===== config.mk =====
export PLATFORM = sky130hd
export DESIGN_NAME = avg_sequencer
export DESIGN_NICKNAME = d
export VERILOG_FILES = /design/src/rtl/avg_pkg.sv /design/src/rtl/avg_return_stack.sv /design/src/rtl/avg_sequencer.sv
export SDC_FILE = /design/constraint.sdc
export NUM_CORES = 1
export LEC_CHECK = 0
export BUFFER_PORTS_ARGS = -buffer_cell sky130_fd_sc_hd__buf_2
export CORE_AREA = 2 2 109 111
export DETAILED_ROUTE_END_ITERATION = 8
export DIE_AREA = 0 0 111 113
export HOLD_SLACK_MARGIN = 0.03
export PLACE_DENSITY = 0.56
export SYNTH_ARGS = -nofsm -noshare
export SYNTH_HDL_FRONTEND = slang
export SYNTH_SLANG_ARGS = --single-unit

===== constraint.sdc =====
create_clock -name clk -period 3.1 [get_ports clk]
set_input_delay 0.465 -clock clk [delete_from_list [all_inputs] [get_ports clk]]
set_output_delay 0.465 -clock clk [all_outputs]
set_load 0.05 [all_outputs]

===== src/rtl/avg_pkg.sv =====
// rtl/avg_pkg.sv - shared opcode and action-state encodings for the vector sequencer
package avg_pkg;

  localparam int PC_W_DEFAULT = 13;

  typedef enum logic [2:0] {
    OP_VCTR = 3'd0,
    OP_HALT = 3'd1,
    OP_SVEC = 3'd2,
    OP_STAT = 3'd3,
    OP_CNTR = 3'd4,
    OP_JSRL = 3'd5,
    OP_RTSL = 3'd6,
    OP_JMPL = 3'd7
  } op_e;

  localparam logic [3:0] S_LD0  = 4'd8;
  localparam logic [3:0] S_LD1  = 4'd9;
  localparam logic [3:0] S_LD2  = 4'd10;
  localparam logic [3:0] S_LD3  = 4'd11;
  localparam logic [3:0] S_EXEC = 4'd12;

endpackage


===== src/rtl/avg_return_stack.sv =====
// rtl/avg_return_stack.sv - circular LIFO of subroutine return word-addresses
module avg_return_stack #(
  parameter int DEPTH = 4,
  parameter int W     = 12
) (
  input  logic         clk,
  input  logic         reset,
  input  logic         clear,
  input  logic         push,
  input  logic         pop,
  input  logic [W-1:0] push_data,
  output logic [W-1:0] pop_data
);

  localparam int PW = (DEPTH > 1) ? $clog2(DEPTH) : 1;

  logic [W-1:0]  mem [DEPTH];
  logic [PW-1:0] sp;
  logic [PW-1:0] top;

  // The pointer simply wraps: overflow overwrites the oldest entry, underflow re-reads it.
  assign top      = sp - PW'(1);
  assign pop_data = mem[top];

  always_ff @(posedge clk) begin
    if (push) mem[sp] <= push_data;
  end

  always_ff @(posedge clk) begin
    if (reset || clear) sp <= '0;
    else if (push)      sp <= sp + PW'(1);
    else if (pop)       sp <= top;
  end

endmodule


===== src/rtl/avg_sequencer.sv =====
// rtl/avg_sequencer.sv - two-phase PROM-driven sequencer fetching and executing display-list words
module avg_sequencer
  import avg_pkg::*;
#(
  parameter int STACK_DEPTH = 4,
  parameter int PC_W        = PC_W_DEFAULT
) (
  input  logic            clk,
  input  logic            reset,
  input  logic            go,
  input  logic            vgrst,
  output logic            halted,
  output logic [PC_W-1:0] vram_addr,
  input  logic [7:0]      vram_data,
  output logic [7:0]      prom_addr,
  input  logic [3:0]      prom_data,
  output logic [31:0]     instr,
  output logic [2:0]      op,
  output logic            draw_start,
  input  logic            draw_busy,
  output logic            stat_ld,
  output logic            cntr
);

  localparam int RA_W = PC_W - 1;

  logic [3:0]      state, state_d;
  logic            phase, phase_d;
  logic            halted_q, halted_d;
  logic [PC_W-1:0] pc, pc_d;
  logic [31:0]     instr_q, instr_d;
  logic            push, pop, stack_clr, exec;
  logic [RA_W-1:0] ret_addr;
  op_e             cur_op;

  assign cur_op    = op_e'(instr_q[15:13]);
  assign op        = instr_q[15:13];
  assign instr     = instr_q;
  assign halted    = halted_q;
  assign vram_addr = pc;
  assign prom_addr = {draw_busy, instr_q[15:13], state};
  assign exec      = !halted_q && phase && (state == S_EXEC);

  avg_return_stack #(
    .DEPTH(STACK_DEPTH),
    .W    (RA_W)
  ) u_stack (
    .clk      (clk),
    .reset    (reset),
    .clear    (stack_clr || vgrst),
    .push     (push),
    .pop      (pop),
    .push_data(pc[PC_W-1:1]),
    .pop_data (ret_addr)
  );

  always_ff @(posedge clk) begin
    if (reset || vgrst) begin
      halted_q <= 1'b1;
      state    <= '0;
      phase    <= 1'b0;
      pc       <= '0;
      instr_q  <= '0;
    end else begin
      halted_q <= halted_d;
      state    <= state_d;
      phase    <= phase_d;
      pc       <= pc_d;
      instr_q  <= instr_d;
    end
  end

  always_comb begin
    halted_d  = halted_q;
    state_d   = state;
    phase_d   = phase;
    pc_d      = pc;
    instr_d   = instr_q;
    stack_clr = 1'b0;
    push      = 1'b0;
    pop       = 1'b0;
    if (halted_q) begin
      if (go) begin
        halted_d  = 1'b0;
        state_d   = '0;
        phase_d   = 1'b0;
        pc_d      = '0;
        stack_clr = 1'b1;
      end
    end else if (!phase) begin
      phase_d = 1'b1;
    end else begin
      // PROM data was addressed during phase 0, so it is the successor of the current state.
      phase_d = 1'b0;
      state_d = prom_data;
      case (state)
        S_LD0: begin instr_d[7:0]   = vram_data; pc_d = pc + PC_W'(1); end
        S_LD1: begin instr_d[15:8]  = vram_data; pc_d = pc + PC_W'(1); end
        S_LD2: begin instr_d[23:16] = vram_data; pc_d = pc + PC_W'(1); end
        S_LD3: begin instr_d[31:24] = vram_data; pc_d = pc + PC_W'(1); end
        S_EXEC: begin
          case (cur_op)
            OP_HALT: halted_d = 1'b1;
            OP_JSRL: begin push = 1'b1; pc_d = {instr_q[RA_W-1:0], 1'b0}; end
            OP_RTSL: begin pop = 1'b1; pc_d = {ret_addr, 1'b0}; end
            OP_JMPL: pc_d = {instr_q[RA_W-1:0], 1'b0};
            default: ;
          endcase
        end
        default: ;
      endcase
    end
  end

  always_comb begin
    draw_start = 1'b0;
    stat_ld    = 1'b0;
    cntr       = 1'b0;
    if (exec) begin
      case (cur_op)
        OP_VCTR, OP_SVEC: draw_start = 1'b1;
        OP_STAT:          stat_ld    = 1'b1;
        OP_CNTR:          cntr       = 1'b1;
        default: ;
      endcase
    end
  end

endmodule

* After elaboration in Yosys (flattened, before gate mapping)
Memory sizes are Yosys's and may differ from the RTL's.
Index checks and enable logic that the tools add are counted.
** Word-level totals
- Memories :: 1
- Word-level logic and storage cells :: 83
- RAM bits :: 48
- ROM bits :: 0
- Bits in latches :: 0
- Flip-flop bits (word level) :: 53
- Output and inout bits :: 60
** Operators by class
- $add $sub $neg :: 3
- Div/mod/pow operators :: 0
- Multiplexer cells :: 36
- Bitwise gates (word level) :: 1
- Equality and inequality tests :: 14
- Reduce and logical (&&, ||, !) cells :: 19
- Order comparisons :: 0
- Multipliers :: 0
- Shift-type cells :: 0
** Memory list
- u_stack.mem :: words 4, width 12, rd ports 1, clocked after Yosys merged registers in 0, wr ports 1, line avg_return_stack.sv:17 : logic [W-1:0] mem [DEPTH];
** Operator list (count)
- one-hot mux 13 bit (2 select lines) :: 2
- two-way mux 13 bit :: 3
- two-way mux 1 bit :: 26
- equality test 4 bit, second input constant :: 5
- adder 13 x 1 -> 13 bit, second input constant :: 1
- equality test 3 bit, second input constant :: 4
- two-way mux 4 bit :: 3
- AND reduction 3 bit :: 4
- equality test 3 x 2 -> 1 bit, second input constant :: 2
- two-way mux 2 bit :: 2
- != test 4 x 3 -> 1 bit, second input constant :: 1
- AND reduction 4 bit :: 1
- nonzero test 2 bit :: 2
- OR reduction 2 bit :: 2
- OR reduction 4 bit :: 1
- equality test 3 x 1 -> 1 bit, second input constant :: 1
- zero test 3 bit :: 1
- logical OR 1 bit :: 3
- nonzero test 3 bit :: 1
- adder 2 x 1 -> 2 bit, second input constant :: 1
- logical AND 1 bit :: 2
- != test 2 bit, second input constant :: 1
- AND reduction 2 bit :: 1
- subtractor 2 x 1 -> 2 bit, second input constant :: 1
- 2 further kinds :: 2

* Depth between registers and ports, before layout
- Depth after elaboration :: 7
- Gate-level depth with buffers :: 9

* By module
A second synthesis with hierarchy kept.
** Second synthesis, totals
- Cell total of the unflattened synthesis :: 377
- Area, all modules :: 4398.0 µm²
** Modules (own cells, without submodules)
- avg_sequencer :: sequential area each 1021.0 µm², times used 1, area each 2459.9 µm², cells an instance 295
- avg_return_stack :: sequential area each 1481.4 µm², times used 1, area each 1938.1 µm², cells an instance 82

* Least setup slack after synthesis
No wires, ideal clock.
- Path kind :: reg2out
- Start point :: register state[2]
- End point :: output cntr
- Setup slack :: -0.201 ns
- Arrival :: 2.836 ns
- Cell stages (with the launch flop) :: 4
- Path through :: dfxtp_1 -> and4bb_2 -> nand2_1 -> nor4b_1
** On the way
- Longest elaborated chain between the ends :: 3
** Ends and longest elaborated chain
- start, declared :: line avg_sequencer.sv:27 : logic [3:0] state, state_d;
- start signal, assigned :: line avg_sequencer.sv:66 : state <= state_d;
- equality test 4 bit :: line avg_sequencer.sv:42 : assign exec = !halted_q && phase && (state == S_EXEC);
- logical AND 1 bit :: line avg_sequencer.sv:42
- two-way mux 1 bit :: line avg_sequencer.sv:119 : if (exec) begin
- end, declared :: line avg_sequencer.sv:22 : output logic cntr
Every way passes these cells.

* Worst setup path in the final report
- Start point :: register instr_q[13] (netlist: instr[13])
- End point :: memory u_stack.mem[2][3], enable pin
** On the way
- Longest elaborated chain between the ends :: 7
** Ends and longest elaborated chain
- start, declared :: line avg_sequencer.sv:31 : logic [31:0] instr_q, instr_d;
- start signal, assigned :: line avg_sequencer.sv:69 : instr_q <= instr_d;
- equality test 3 bit :: line avg_sequencer.sv:102 : case (cur_op)
- two-way mux 1 bit :: line avg_sequencer.sv:102
- two-way mux 1 bit :: line avg_sequencer.sv:96 : case (state)
- two-way mux 1 bit :: line avg_sequencer.sv:90 : end else if (!phase) begin
- two-way mux 1 bit :: line avg_sequencer.sv:82 : if (halted_q) begin
- two-way mux 1 bit :: line avg_return_stack.sv:26 : if (push) mem[sp] <= push_data;
- two-way mux 1 bit (implied by the code) :: line avg_return_stack.sv:26
- end, declared :: line avg_return_stack.sv:17
Every way passes these cells.

==> impl_metrics.yaml <==
critical_path:
  worstSetupEndpointType: "register"
  critPathLaunchType: "register"
  crit_start: "instr[13]"
  r2r_start: "instr[13]"
  path_max_fanout: 14
  crit_required_ns: 3.08
  path_class: "reg2reg"
  cp_data_arrival_time_ns: 2.39
yosys:
  syn_area_um2: 4440
  synth_cells: 374
  ys_ff_latch: 101
  ys.flop_type: "dfxtp_1"
  synth-edff-count: 48
  synth.distinct_cells: 49
  async_flop_share: 0
  synthTopCellsByArea: "edfxtp_1 32%, dfxtp_1 24%, mux2i_1 7.7%, mux4_2 6.1%, nor2_1 4.3%"
  yosysMostFrequentCell: "dfxtp_1"
  synth_top_area_share: 0.325
  syn_area_per_cell_um2: 11.9
  syn_nets: 396
  yosysSeqAreaShare: 0.564
  synth_warnings: 0
  yosysTopAreaCell: "edfxtp_1"
  ys_top_cells_by_count: "53 x dfxtp_1, 51 x nor2_1, 48 x edfxtp_1"
floorplan:
  core_area_um2: 11300
  die_x_um: 111
  die_area_um2: 12500
  start_util: 0.394
  die_height_um: 113
  io_pins: 77
  rows: 39
timing:
  finalSetupTns_ns: 0
  relSlewSlack: 0.622
  finalWorstSetupSlack_ns: 0.693
  finalCritPeriodShare: 0.777
  max_freq_ghz: 0.415
  fin_crit_ns: 2.41
  hold_violations: 0
  rsz0062_at_grt: "false"
  clock_skew_ns: 0.00963
  setup_viol: 0
  tightest_slew_ns: 0.565
  drv_slew: 0
route:
  drtIter0Drc: 204
  drtPass1Iterations: 4
  wl_per_cell_um: 17.4
  wirelength_um: 10200
  drtAntennaViolNets: 0
  vias: 3082
  drc: 0
  via_per_inst: 5.25
job:
  drv_cap: 0
hold_path:
  hold_start: "go"
  hold_path_class: "in2reg"
finish:
  final_core_util: 0.455
  diodes: 0
  layout.nets: 461
  area.growth.synth_to_final_pct: 15.7
  n_fill_cell: 1060
  final_cells: 587
  drive_gt1_frac: 0.268
pwr:
  powerDensity_nw_per_um2: 499
  p_leak_uw: 0.00221
  power_uw: 2560
  vdd_drop_max_mv: 0.279
grt:
  grt_pass1_wl_um: 16600
  antenna_found_initial: 0
  track_usage: 0.171
  grt_max_degree: 28
  overflow: 0
  grt_pass1_vias: 2967
placed_design:
  gp_congestion: 0.812
  pre_cts_slack_ns: 0.669
  dpl.cell_count: 571
  place_hpwl_um: 7580
  place.port_buffers: 74
cts:
  cts_made_buffers: 9
  cts-root-buf: "clkbuf_16"
  clkSinkCount: 101
  clk_pin_slew_ns: 0.07
  ctsResizeCount: 0
  htreeDepth: 3
  cts_setup_buffers: 0
  postCtsHoldBufs: 0
  cts_tree: "yes"
  clk_path_buf_depth: 2
  clock_latency_ns: 0.35
run_status:
  outcome: "finished clean"
flip-flops by register name, summed over array words and instances, names as in the netlist:
register and count:
u_stack.mem 48, phase 1, halted 1, vram_addr 13, state 4, u_stack.sp 2, instr 32
path summary, 6_finish.rpt:
| path | to | slack (ns) | cells past startpoint |
|---|---|---|---|
| min reg2reg | instr[28] | 0.50 | 2 |
| min | u_stack.sp[0] | 0.35 | 2 |
| max reg2reg | u_stack.mem[2][3] | 0.69 | 3 |
| max | u_stack.mem[2][3] | 0.69 | 3 |
final cells by class:
cell class | count | area [µm²] | area share
Sequential cell | 101 | 2500 | 0.487
Multi-Input combinational cell | 244 | 1740 | 0.339
Timing Repair Buffer | 77 | 393 | 0.0765
Clock buffer | 10 | 229 | 0.0446
Tap cell | 143 | 179 | 0.0349
Clock inverter | 6 | 67.6 | 0.0132
Inverter | 6 | 22.5 | 0.00439
metrics by stage:
stage	hold WS, ns	area (µm²)
after floorplan	0.486	4440
after global placement	0.474	4840
after detailed placement	0.484	4840
after CTS	0.338	5130
after global routing	0.334	5130
final	0.351	5130
worst max-delay path: stages (launching register included):
cell and delay, ns:
dfxtp_1 0.60, nand2_1 0.39, nor3_1 0.48, and2_1 0.56
logic make-up after synthesis:
group                    Yosys count  share of synthesized area
AO/OA/AOI/OAI                     49                     0.0767
flip-flops                       101                      0.564
buffers and inverters             29                     0.0454
AND/OR/NAND/NOR                  137                      0.149
adder cells (fa/ha/maj)            5                     0.0141
multiplexers                      46                      0.138
XOR/XNOR                           7                     0.0138
metal layers:
layer	global-route usage	vias up	part of all wire
met2	0.256	116	0.44
met1	0.232	1467	0.47
met3	0.0557	15	0.071
met4	0.0650	0	0.022
met5	0	-	0
li1	-	1484	-
cell usage in the layout, fill, tap and decap left out, types with 2 or more instances in the layout:
cell type   n
a31oi_1     2
and3_1      2
ha_1        5
nand3b_1    2
edfxtp_1   48
buf_4       3
and2b_2     2
a211oi_1    2
inv_6       3
a21oi_2     3
and2_1      6
a22oi_1     5
o31ai_1     2
xnor2_1     4
inv_1       6
clkbuf_16   9
nor3_1      7
buf_2      74
xor2_1      3
a21oi_1    16
nand2_1    42
nor2_1     51
mux2i_1    34
nand4_1     4
mux4_2     12
o21ai_0     9
and4bb_2    2
a221o_1     2
nand3_1     9
dfxtp_1    53
where the power goes:
part	switching, µW	total, µW	internal, µW
logic	34.8	50.1	15.3
clock network	492	1130	634
registers	1.80	1390	1380
Note: power is estimated with default switching activity, not from simulation.
